===== config.mk =====
export PLATFORM = sky130hd
export DESIGN_NAME = alu_pipe_flat
export DESIGN_NICKNAME = d
export VERILOG_FILES = /design/src/rtl/alu_pipe_if.sv /design/src/rtl/alu_pipe.sv /design/src/flat_wrapper.sv
export SDC_FILE = /design/constraint.sdc
export NUM_CORES = 1
export LEC_CHECK = 0
export BUFFER_PORTS_ARGS = -buffer_cell sky130_fd_sc_hd__buf_2
export CAP_MARGIN = 5
export CORE_ASPECT_RATIO = 0.5
export CORE_MARGIN = 3
export CORE_UTILIZATION = 45
export DETAILED_ROUTE_END_ITERATION = 10
export GPL_TIMING_DRIVEN = 0
export SLEW_MARGIN = 15
export SYNTH_ARGS = -nofsm -noshare
export SYNTH_HDL_FRONTEND = slang
export SYNTH_SLANG_ARGS = --single-unit

===== constraint.sdc =====
create_clock -name clk -period 7.2 [get_ports clk]
set_input_delay 0.72 -clock clk [delete_from_list [all_inputs] [get_ports clk]]
set_output_delay 0.72 -clock clk [all_outputs]
set_load 0.05 [all_outputs]

===== src/rtl/alu_pipe_if.sv =====
// Request/response bundle between the control sequencer and the registered ALU.
// master = producer/consumer side, slave = ALU side.
interface alu_pipe_if #(
    parameter int WIDTH = 8
);
    logic             in_valid;
    logic             in_ready;
    logic [2:0]       op;
    logic             decimal;
    logic [WIDTH-1:0] a;
    logic [WIDTH-1:0] b;
    logic             c_in;
    logic             out_valid;
    logic             out_ready;
    logic [WIDTH-1:0] result;
    logic             c_out;
    logic             z_out;
    logic             v_out;
    logic             n_out;

    modport master (
        output in_valid, op, decimal, a, b, c_in, out_ready,
        input  in_ready, out_valid, result, c_out, z_out, v_out, n_out
    );

    modport slave (
        input  in_valid, op, decimal, a, b, c_in, out_ready,
        output in_ready, out_valid, result, c_out, z_out, v_out, n_out
    );
endinterface


===== src/rtl/alu_pipe.sv =====
// Registered ALU with 6502-style BCD ADC/SBC and flag outputs.
// Latency: 1 cycle binary ops, 2 cycles decimal ADC/SBC; one op in flight.
// Backpressure: result held while out_ready low; in_ready drops while busy or holding.
module alu_pipe #(
    parameter int WIDTH      = 8,
    parameter bit DECIMAL_EN = 1'b1
) (
    input  logic       clk,
    input  logic       rst,
    alu_pipe_if.slave  bus
);
    localparam int NN  = WIDTH / 4;
    localparam int MSB = WIDTH - 1;

    localparam logic [2:0] OP_OR  = 3'd0;
    localparam logic [2:0] OP_AND = 3'd1;
    localparam logic [2:0] OP_EOR = 3'd2;
    localparam logic [2:0] OP_ADC = 3'd3;
    localparam logic [2:0] OP_SHL = 3'd4;
    localparam logic [2:0] OP_SHR = 3'd5;
    localparam logic [2:0] OP_CMP = 3'd6;
    localparam logic [2:0] OP_SBC = 3'd7;

    typedef enum logic {IDLE, DADJ} state_t;

    state_t state_q, state_d;

    logic             out_valid_q;
    logic [WIDTH-1:0] result_q;
    logic             c_q, z_q, v_q, n_q;

    logic             in_ready_c;
    logic             accept;
    logic             dec_go;

    logic [WIDTH:0]   add_w, sub_w;
    logic             sub_cin;
    logic             add_v, sub_v;
    logic [WIDTH-1:0] bin_res;
    logic             bin_c, bin_v;

    logic [NN-1:0][5:0] raw_q;
    logic               dadj_sub_q;
    logic               dadj_cin_q;
    logic               dadj_v_q;

    logic [WIDTH-1:0] dec_res;
    logic             dec_c;
    logic             chain;
    logic [5:0]       s;

    assign in_ready_c = !rst && (state_q == IDLE) && (!out_valid_q || bus.out_ready);
    assign accept     = bus.in_valid && in_ready_c;
    assign dec_go     = DECIMAL_EN && bus.decimal && (bus.op == OP_ADC || bus.op == OP_SBC);

    always_ff @(posedge clk) begin
        if (rst) state_q <= IDLE;
        else     state_q <= state_d;
    end

    always_comb begin
        state_d = state_q;
        case (state_q)
            IDLE:    if (accept && dec_go) state_d = DADJ;
            DADJ:    state_d = IDLE;
            default: state_d = IDLE;
        endcase
    end

    // CMP is a subtract with the carry pinned so the previous C flag never leaks in
    assign sub_cin = (bus.op == OP_CMP) ? 1'b1 : bus.c_in;
    assign add_w   = {1'b0, bus.a} + {1'b0, bus.b}  + {{WIDTH{1'b0}}, bus.c_in};
    assign sub_w   = {1'b0, bus.a} + {1'b0, ~bus.b} + {{WIDTH{1'b0}}, sub_cin};
    assign add_v   = ~(bus.a[MSB] ^ bus.b[MSB]) & (bus.a[MSB] ^ add_w[MSB]);
    assign sub_v   =  (bus.a[MSB] ^ bus.b[MSB]) & (bus.a[MSB] ^ sub_w[MSB]);

    always_comb begin
        bin_res = '0;
        bin_c   = bus.c_in;
        bin_v   = 1'b0;
        case (bus.op)
            OP_OR:   bin_res = bus.a | bus.b;
            OP_AND:  bin_res = bus.a & bus.b;
            OP_EOR:  bin_res = bus.a ^ bus.b;
            OP_ADC:  begin {bin_c, bin_res} = add_w; bin_v = add_v; end
            OP_SHL:  {bin_c, bin_res} = {bus.a, bus.c_in};
            OP_SHR:  {bin_res, bin_c} = {bus.c_in, bus.a};
            OP_CMP:  {bin_c, bin_res} = sub_w;
            default: begin {bin_c, bin_res} = sub_w; bin_v = sub_v; end
        endcase
    end

    // Stage 1 of decimal ops: per-nibble raw sum/difference, carries resolved in stage 2
    always_ff @(posedge clk) begin
        if (accept && dec_go) begin
            dadj_sub_q <= (bus.op == OP_SBC);
            dadj_cin_q <= bus.c_in;
            dadj_v_q   <= (bus.op == OP_SBC) ? sub_v : add_v;
            for (int i = 0; i < NN; i++) begin
                if (bus.op == OP_SBC)
                    raw_q[i] <= {2'b00, bus.a[i*4 +: 4]} - {2'b00, bus.b[i*4 +: 4]};
                else
                    raw_q[i] <= {2'b00, bus.a[i*4 +: 4]} + {2'b00, bus.b[i*4 +: 4]};
            end
        end
    end

    always_comb begin
        dec_res = '0;
        s       = '0;
        chain   = dadj_sub_q ? ~dadj_cin_q : dadj_cin_q;
        for (int i = 0; i < NN; i++) begin
            if (dadj_sub_q) begin
                s = raw_q[i] - {5'b0, chain};
                if (s[5]) begin s = s - 6'd6; chain = 1'b1; end
                else      chain = 1'b0;
            end else begin
                s = raw_q[i] + {5'b0, chain};
                if (s > 6'd9) begin s = s + 6'd6; chain = 1'b1; end
                else          chain = 1'b0;
            end
            dec_res[i*4 +: 4] = s[3:0];
        end
        dec_c = dadj_sub_q ? ~chain : chain;
    end

    always_ff @(posedge clk) begin
        if (rst) begin
            out_valid_q <= 1'b0;
            result_q    <= '0;
            c_q         <= 1'b0;
            z_q         <= 1'b0;
            v_q         <= 1'b0;
            n_q         <= 1'b0;
        end else if (state_q == DADJ) begin
            out_valid_q <= 1'b1;
            result_q    <= dec_res;
            c_q         <= dec_c;
            z_q         <= (dec_res == '0);
            v_q         <= dadj_v_q;
            n_q         <= dec_res[MSB];
        end else if (accept && !dec_go) begin
            out_valid_q <= 1'b1;
            result_q    <= bin_res;
            c_q         <= bin_c;
            z_q         <= (bin_res == '0);
            v_q         <= bin_v;
            n_q         <= bin_res[MSB];
        end else if (out_valid_q && bus.out_ready) begin
            out_valid_q <= 1'b0;
        end
    end

    assign bus.in_ready  = in_ready_c;
    assign bus.out_valid = out_valid_q;
    assign bus.result    = result_q;
    assign bus.c_out     = c_q;
    assign bus.z_out     = z_q;
    assign bus.v_out     = v_q;
    assign bus.n_out     = n_q;
endmodule


===== src/flat_wrapper.sv =====
// flat-port wrapper written by rule: the top's interface ports become plain ports
module alu_pipe_flat 
#(
    parameter int WIDTH      = 8,
    parameter bit DECIMAL_EN = 1'b1
)
  (clk, rst, bus_in_valid, bus_op, bus_decimal, bus_a, bus_b, bus_c_in, bus_out_ready, bus_in_ready, bus_out_valid, bus_result, bus_c_out, bus_z_out, bus_v_out, bus_n_out);
  alu_pipe_if #(.WIDTH(WIDTH)) bus_i ();
  input  logic clk;
  input  logic rst;
  input wire logic [$bits(bus_i.in_valid)-1:0] bus_in_valid;
  input wire logic [$bits(bus_i.op)-1:0] bus_op;
  input wire logic [$bits(bus_i.decimal)-1:0] bus_decimal;
  input wire logic [$bits(bus_i.a)-1:0] bus_a;
  input wire logic [$bits(bus_i.b)-1:0] bus_b;
  input wire logic [$bits(bus_i.c_in)-1:0] bus_c_in;
  input wire logic [$bits(bus_i.out_ready)-1:0] bus_out_ready;
  output wire logic [$bits(bus_i.in_ready)-1:0] bus_in_ready;
  output wire logic [$bits(bus_i.out_valid)-1:0] bus_out_valid;
  output wire logic [$bits(bus_i.result)-1:0] bus_result;
  output wire logic [$bits(bus_i.c_out)-1:0] bus_c_out;
  output wire logic [$bits(bus_i.z_out)-1:0] bus_z_out;
  output wire logic [$bits(bus_i.v_out)-1:0] bus_v_out;
  output wire logic [$bits(bus_i.n_out)-1:0] bus_n_out;
  assign bus_i.in_valid = bus_in_valid;
  assign bus_i.op = bus_op;
  assign bus_i.decimal = bus_decimal;
  assign bus_i.a = bus_a;
  assign bus_i.b = bus_b;
  assign bus_i.c_in = bus_c_in;
  assign bus_i.out_ready = bus_out_ready;
  assign bus_in_ready = bus_i.in_ready;
  assign bus_out_valid = bus_i.out_valid;
  assign bus_result = bus_i.result;
  assign bus_c_out = bus_i.c_out;
  assign bus_z_out = bus_i.z_out;
  assign bus_v_out = bus_i.v_out;
  assign bus_n_out = bus_i.n_out;
  alu_pipe #(.WIDTH(WIDTH), .DECIMAL_EN(DECIMAL_EN)) u_core (.clk(clk), .rst(rst), .bus(bus_i));
endmodule

# Word-level counts from Yosys, hierarchy flattened
# Index checks and enable logic that the tools add are counted.
[totals]
input_bits = 25
mem_count = 0
rom_bits = 0
output_inout_bits = 14
ram_bits = 0
word_cells = 105
regBits = 29
latchBits = 0
[classes]
bitwise_logic = 13
n_eq_ne = 7
mux = 36
n_reduce_logical = 19
shift = 0
n_div = 0
n_mul = 0
addsub = 16
n_lt_le_gt_ge = 2
[ops]
columns = ["op", "count"]
rows = [
  ["8-bit one-hot mux with 6 select lines", 1],
  ["4-bit 2-to-1 mux", 6],
  ["1-bit 2-to-1 mux", 22],
  ["8-bit by 8-bit adder with 9-bit output", 2],
  ["9-bit by 1-bit adder with 9-bit output", 2],
  ["8-bit zero test", 2],
  ["8-bit 2-to-1 mux", 2],
  ["6-bit by 1-bit adder with 6-bit output", 2],
  ["3-bit == test (second input constant)", 4],
  ["6-bit by 4-bit > comparator with 1-bit output (second input constant)", 2],
  ["6-bit 2-to-1 mux", 2],
  ["6-bit by 1-bit subtractor with 6-bit output", 2],
  ["4-bit by 4-bit adder with 5-bit output", 2],
  ["4-bit by 4-bit subtractor with 5-bit output", 2],
  ["4-bit by 3-bit adder with 4-bit output (second input constant)", 2],
  ["8-bit AND", 1],
  ["8-bit inverter", 1],
  ["8-bit OR", 1],
  ["4-bit by 3-bit subtractor with 4-bit output (second input constant)", 2],
  ["8-bit bitwise XOR", 1],
  ["1-bit logical AND", 7],
  ["3-bit by 2-bit == test with 1-bit output (second input constant)", 2],
  ["6-bit OR reduction", 1],
  ["1-bit inverter", 4],
  ["other kinds (11)", 18],
]

# Logic depth before layout (Yosys ltp)
[depth]
ltp_word = 13
ltp_mapped = 21
depth_no_buf = 20

# Worst setup path after synthesis
# OpenSTA, ideal clock, no wires.
[synth_timing]
path_type = "reg2reg"
from = "reg u_core.dadj_sub_q"
to = "reg u_core.z_q (netlist: u_core.bus.z_out)"
path_buffers = 1
arrival_time_ns = 3.880
path_slack_ns = 3.191
setup_ns = 0.130
stages_incl_launch_ff = 22
synth_period_minus_slack_ns = 4.009
required_ns = 7.070
path_cell_list = "edfxtp_1 clkbuf_1 xor2_1 ha_1 ha_1 and3_1 nand4_1 nand2_1 o21ai_0 nor2_1 a21oi_1 ha_1 ha_1 xor2_1 ha_1 nor2_1 mux2_2 o32ai_1 nor2_1 a41oi_1 o31a_1 nor3_2"
[synth_via]
elab_chain_len = 11
word_cells_on_any_way = 22
cone_classes = "add/sub (8); order compare (2); mux (11); reduce/logical (1)"
[synth_rtl]
columns = ["element", "line", "rtl"]
rows = [
  ["from (decl)", "alu_pipe.sv:43", "logic dadj_sub_q;"],
  ["from (signal assigned)", "alu_pipe.sv:96", "dadj_sub_q <= (bus.op == OP_SBC);"],
  ["1-bit 2-to-1 mux", "alu_pipe.sv:111", "chain = dadj_sub_q ? ~dadj_cin_q : dadj_cin_q;"],
  ["6-bit by 1-bit adder with 6-bit output", "alu_pipe.sv:118", "s = raw_q[i] + {5'b0, chain};"],
  ["6-bit by 4-bit > comparator with 1-bit output", "alu_pipe.sv:119", "if (s > 6'd9) begin s = s + 6'd6; chain = 1'b1; end"],
  ["1-bit 2-to-1 mux", "alu_pipe.sv:119", ""],
  ["1-bit 2-to-1 mux", "alu_pipe.sv:113", "if (dadj_sub_q) begin"],
  ["6-bit by 1-bit adder with 6-bit output / 6-bit by 1-bit subtractor with 6-bit output (equally long branches)", "alu_pipe.sv:118, alu_pipe.sv:114", ""],
  ["6-bit by 4-bit > comparator with 1-bit output, or another cell as far along", "alu_pipe.sv:119", ""],
  ["4-bit 2-to-1 mux, on equally long branches", "alu_pipe.sv:119, alu_pipe.sv:115", ""],
  ["4-bit 2-to-1 mux", "alu_pipe.sv:113", ""],
  ["8-bit zero test *", "alu_pipe.sv:139", "z_q <= (dec_res == '0);"],
  ["1-bit 2-to-1 mux *", "alu_pipe.sv:135", "end else if (state_q == DADJ) begin"],
  ["to (signal assigned)", "alu_pipe.sv:139", ""],
  ["to (signal assigned)", "alu_pipe.sv:146", "z_q <= (bin_res == '0);"],
  ["to (decl)", "alu_pipe.sv:30", "logic c_q, z_q, v_q, n_q;"],
]
# Every way passes the cells marked *; elsewhere a longest branch is shown, timed or not.
# A chain may end at the register's enable or synchronous reset.

# Worst setup path in the final report
# Same ends and word-level chain as after synthesis.

==> impl_metrics.json <==
{
  "place.gp.congestion": 0.907,
  "grt_max_degree": 16,
  "rows": 22,
  "routed_wl_um": 10500,
  "cts_hold_buffers": 0,
  "n_antenna_cell": 0,
  "p_clk_frac": 0.251,
  "core_area_um2": 7730,
  "critPathCaptureType": "flip-flop",
  "syn_inst": 479,
  "path_common_cell": "ha_1",
  "placed_area_um2": 4110,
  "synth-edff-count": 15,
  "leakage_nw": 1.81,
  "max_stage_delay_ps": 480,
  "path_cells": "clkbuf_1, xor2_1, ha_1, ha_1, a311oi_1, a31oi_1, nand2_1, o21ai_0, nor2_1, a21oi_1, ha_1, ha_1, xor2_1, ha_1, nor2_1, mux2_2, o32ai_1, nor2_1, a41oi_1, o31a_1, nor3_2",
  "slew_headroom": 0.466,
  "syn_area_um2": 3790,
  "synth_cell_types": 80,
  "status": "finished clean",
  "report.final.slew_viol_count": 0,
  "antenna_found_initial": 0,
  "die_x_um": 136,
  "grt_pass1_wl_um": 16800,
  "p_seq_frac": 0.338,
  "path_buf_inv": 1,
  "firstDrtPassIters": 5,
  "max_freq_mhz": 206,
  "worstMarginPinSlew_ps": 781,
  "syn_nets": 548,
  "design_area_um2": 4200,
  "clk_path_buf_depth": 2,
  "cts.clk_slew.worst_paths_ps": 60,
  "fp.dieH_um": 70.9,
  "grt.total_usage": 0.216,
  "setup_viol": 0,
  "dp_hpwl_um": 8500,
  "synth_seq_cells": 28,
  "min_period_ps": 4860,
  "port_buffers": 35,
  "critPathLaunchType": "flip-flop",
  "worstPathRequired_ps": 7330,
  "multi_input_area_um2": 2770,
  "viasPerCell": 5.77,
  "hold_viol_final": 0,
  "cp_slowest_cell": "edfxtp_1",
  "htreeDepth": 1,
  "power_uw": 534,
  "regArea_um2": 711,
  "synth.avg_cell_area_um2": 7.92,
  "cap_violations": 0,
  "wl_per_cell_um": 16.8,
  "arrival_ps": 4990,
  "cts-resized-gates": 0,
  "dieArea_um2": 9640,
  "fin_nets": 588,
  "fin_setup_tns_ps": 0,
  "start_util": 0.491,
  "grt_pass1_vias": 3194,
  "ant_nets": 0,
  "final_util": 0.543,
  "peakVddDrop_mv": 0.0772,
  "p_sw_frac": 0.361,
  "holdWs_ps": 502,
  "io_pins": 39,
  "fin_skew_ps": 2.04,
  "hold_class": "flip-flop to flip-flop",
  "n_fill_cell": 795,
  "path_delay_family": "compound AO/OA/AOI/OAI gates",
  "finalCritPeriodShare": 0.675,
  "crit_type": "flip-flop to flip-flop",
  "first_iter_violations": 224,
  "async_flop_share": 0,
  "rsz0062_at_grt": "no",
  "pwr-share-comb": 0.411,
  "insertion_delay_ps": 260,
  "yosysSeqAreaShare": 0.187,
  "p_int_uw": 342,
  "area_growth_pct": 10.6,
  "synth-main-ff-cell": "edfxtp_1",
  "yosys_warnings": 0,
  "cts_sinks": 28,
  "grt_overflow": 0,
  "net-switching-power_uw": 193,
  "powerDensity_nw_per_um2": 127,
  "path_max_fanout": 10,
  "clockRootBuffer": "clkbuf_16",
  "vias": 3614,
  "drive_above_1_share": 0.154,
  "numCtsBuffers": 3,
  "drc": 0,
  "cts_tree": "done",
  "post_cts_buffers": 0
}
[tightest hold or removal path, delay by kind of cell, from the launching register on]
kind            cells  cell delay (ps)
simple gates        1               60
compound gates      1               60
flops               1              330
[routing by layer]
layer | GRT usage | part of all wire | vias to the layer above | routed length (µm)
met5 | 0 | 0 | - | 0
met4 | 0.0369 | 0.0058 | 0 | 61
met1 | 0.357 | 0.53 | 1682 | 5600
li1 | - | - | 1821 | -
met2 | 0.307 | 0.41 | 107 | 4280
met3 | 0.0135 | 0.052 | 4 | 546
[cells by family (layout without fill, tap and decap cells)]
logic type / after synthesis / in the layout / share of synthesized area
simple gates: 155 / 155 / 0.214
compound gates: 148 / 148 / 0.268
buf+inv: 72 / 111 / 0.0841
fa+ha+maj: 44 / 44 / 0.161
flops: 28 / 28 / 0.187
xor+xnor: 20 / 20 / 0.0498
mux: 12 / 12 / 0.0363
[cell type report]
class,instances,area share
clock buffer,4,0.0212
timing repair buffer,35,0.0417
sequential,28,0.169
tap,108,0.0322
buffer,27,0.0352
multi-input combinational,379,0.660
inverter,45,0.0408
[metrics by stage]
stage / cells / worst slack (ps)
after floorplan: 479 / 3190
after global routing: 626 / 1880
final: 626 / 2340
after global placement: 622 / 2390
after detailed placement: 622 / 2360
after CTS: 626 / 2340
[synthesized netlist by cell type (3+ instances only)]
library cell / count / share of area
a211oi_1: 4 / 0.0079
a21o_1: 4 / 0.0079
a21oi_1: 41 / 0.054
a221oi_1: 4 / 0.0092
a22oi_1: 5 / 0.0099
a311oi_1: 5 / 0.012
a31oi_1: 7 / 0.012
and2_1: 4 / 0.0066
and3_1: 4 / 0.0066
buf_2: 4 / 0.0053
buf_4: 5 / 0.0099
buf_6: 3 / 0.0089
clkbuf_1: 13 / 0.013
dfxtp_1: 13 / 0.069
edfxtp_1: 15 / 0.12
fa_1: 8 / 0.042
ha_1: 36 / 0.12
inv_1: 41 / 0.041
inv_2: 3 / 0.0030
mux2_2: 4 / 0.012
mux2i_1: 7 / 0.018
nand2_1: 27 / 0.027
nand2b_1: 10 / 0.016
nand3_1: 15 / 0.020
nor2_1: 43 / 0.043
nor2b_1: 10 / 0.016
nor3_1: 14 / 0.018
nor3b_2: 3 / 0.0099
o211ai_1: 3 / 0.0059
o21a_1: 3 / 0.0059
o21ai_0: 29 / 0.038
o21ai_1: 3 / 0.0040
o22ai_1: 3 / 0.0049
o32ai_1: 4 / 0.0092
or3_1: 6 / 0.0099
xnor2_1: 10 / 0.023
xor2_1: 9 / 0.021
[cell usage in the layout, fill, tap and decap left out, types with 5 or more instances in the layout]
cell type   n
clkbuf_1   13
nor2_1     42
nand2_1    27
xnor2_1    10
inv_1      41
dfxtp_1    13
buf_2      39
a21oi_1    41
or3_1       6
fa_1        8
xor2_1      9
nand3_1    15
a22oi_1     5
a311oi_1    5
nor2b_1    10
buf_4       5
nor3_1     14
o21ai_0    29
nand2b_1   10
a31oi_1     7
mux2i_1     7
edfxtp_1   15
ha_1       36
[sequential cells by signal, indices dropped and copies added (netlist names)]
signal and count:
u_core.bus.z_out 1, u_core.raw_q 12, u_core.state_q 1, u_core.bus.result 7, u_core.dadj_sub_q 1, u_core.bus.v_out 1, u_core.bus.n_out 1, u_core.bus.c_out 1
u_core.dadj_cin_q 1, u_core.bus.out_valid 1, u_core.dadj_v_q 1
[final timing paths]
check	startpoint	end	slack [ps]	cells past startpoint
min reg2reg	u_core.bus.result[5]	u_core.bus.result[5]	500	2
max	u_core.dadj_sub_q	u_core.bus.z_out	2340	21
min	u_core.bus.result[5]	u_core.bus.result[5]	500	2
max reg2reg	u_core.dadj_sub_q	u_core.bus.z_out	2340	21
[power groups by stage]
| stage | Clock, mW | Sequential, mW | Combinational [mW] |
|---|---|---|---|
| finish | 0.134 | 0.181 | 0.219 |
| global route | 0.141 | 0.181 | 0.242 |
| CTS | 0.137 | 0.181 | 0.217 |
| detailed placement | 0 | 0.184 | 0.217 |
| global placement | 0 | 0.184 | 0.216 |
| floorplan | 0 | 0.199 | 0.141 |
No activity file was read; power rests on OpenSTA's default activity.
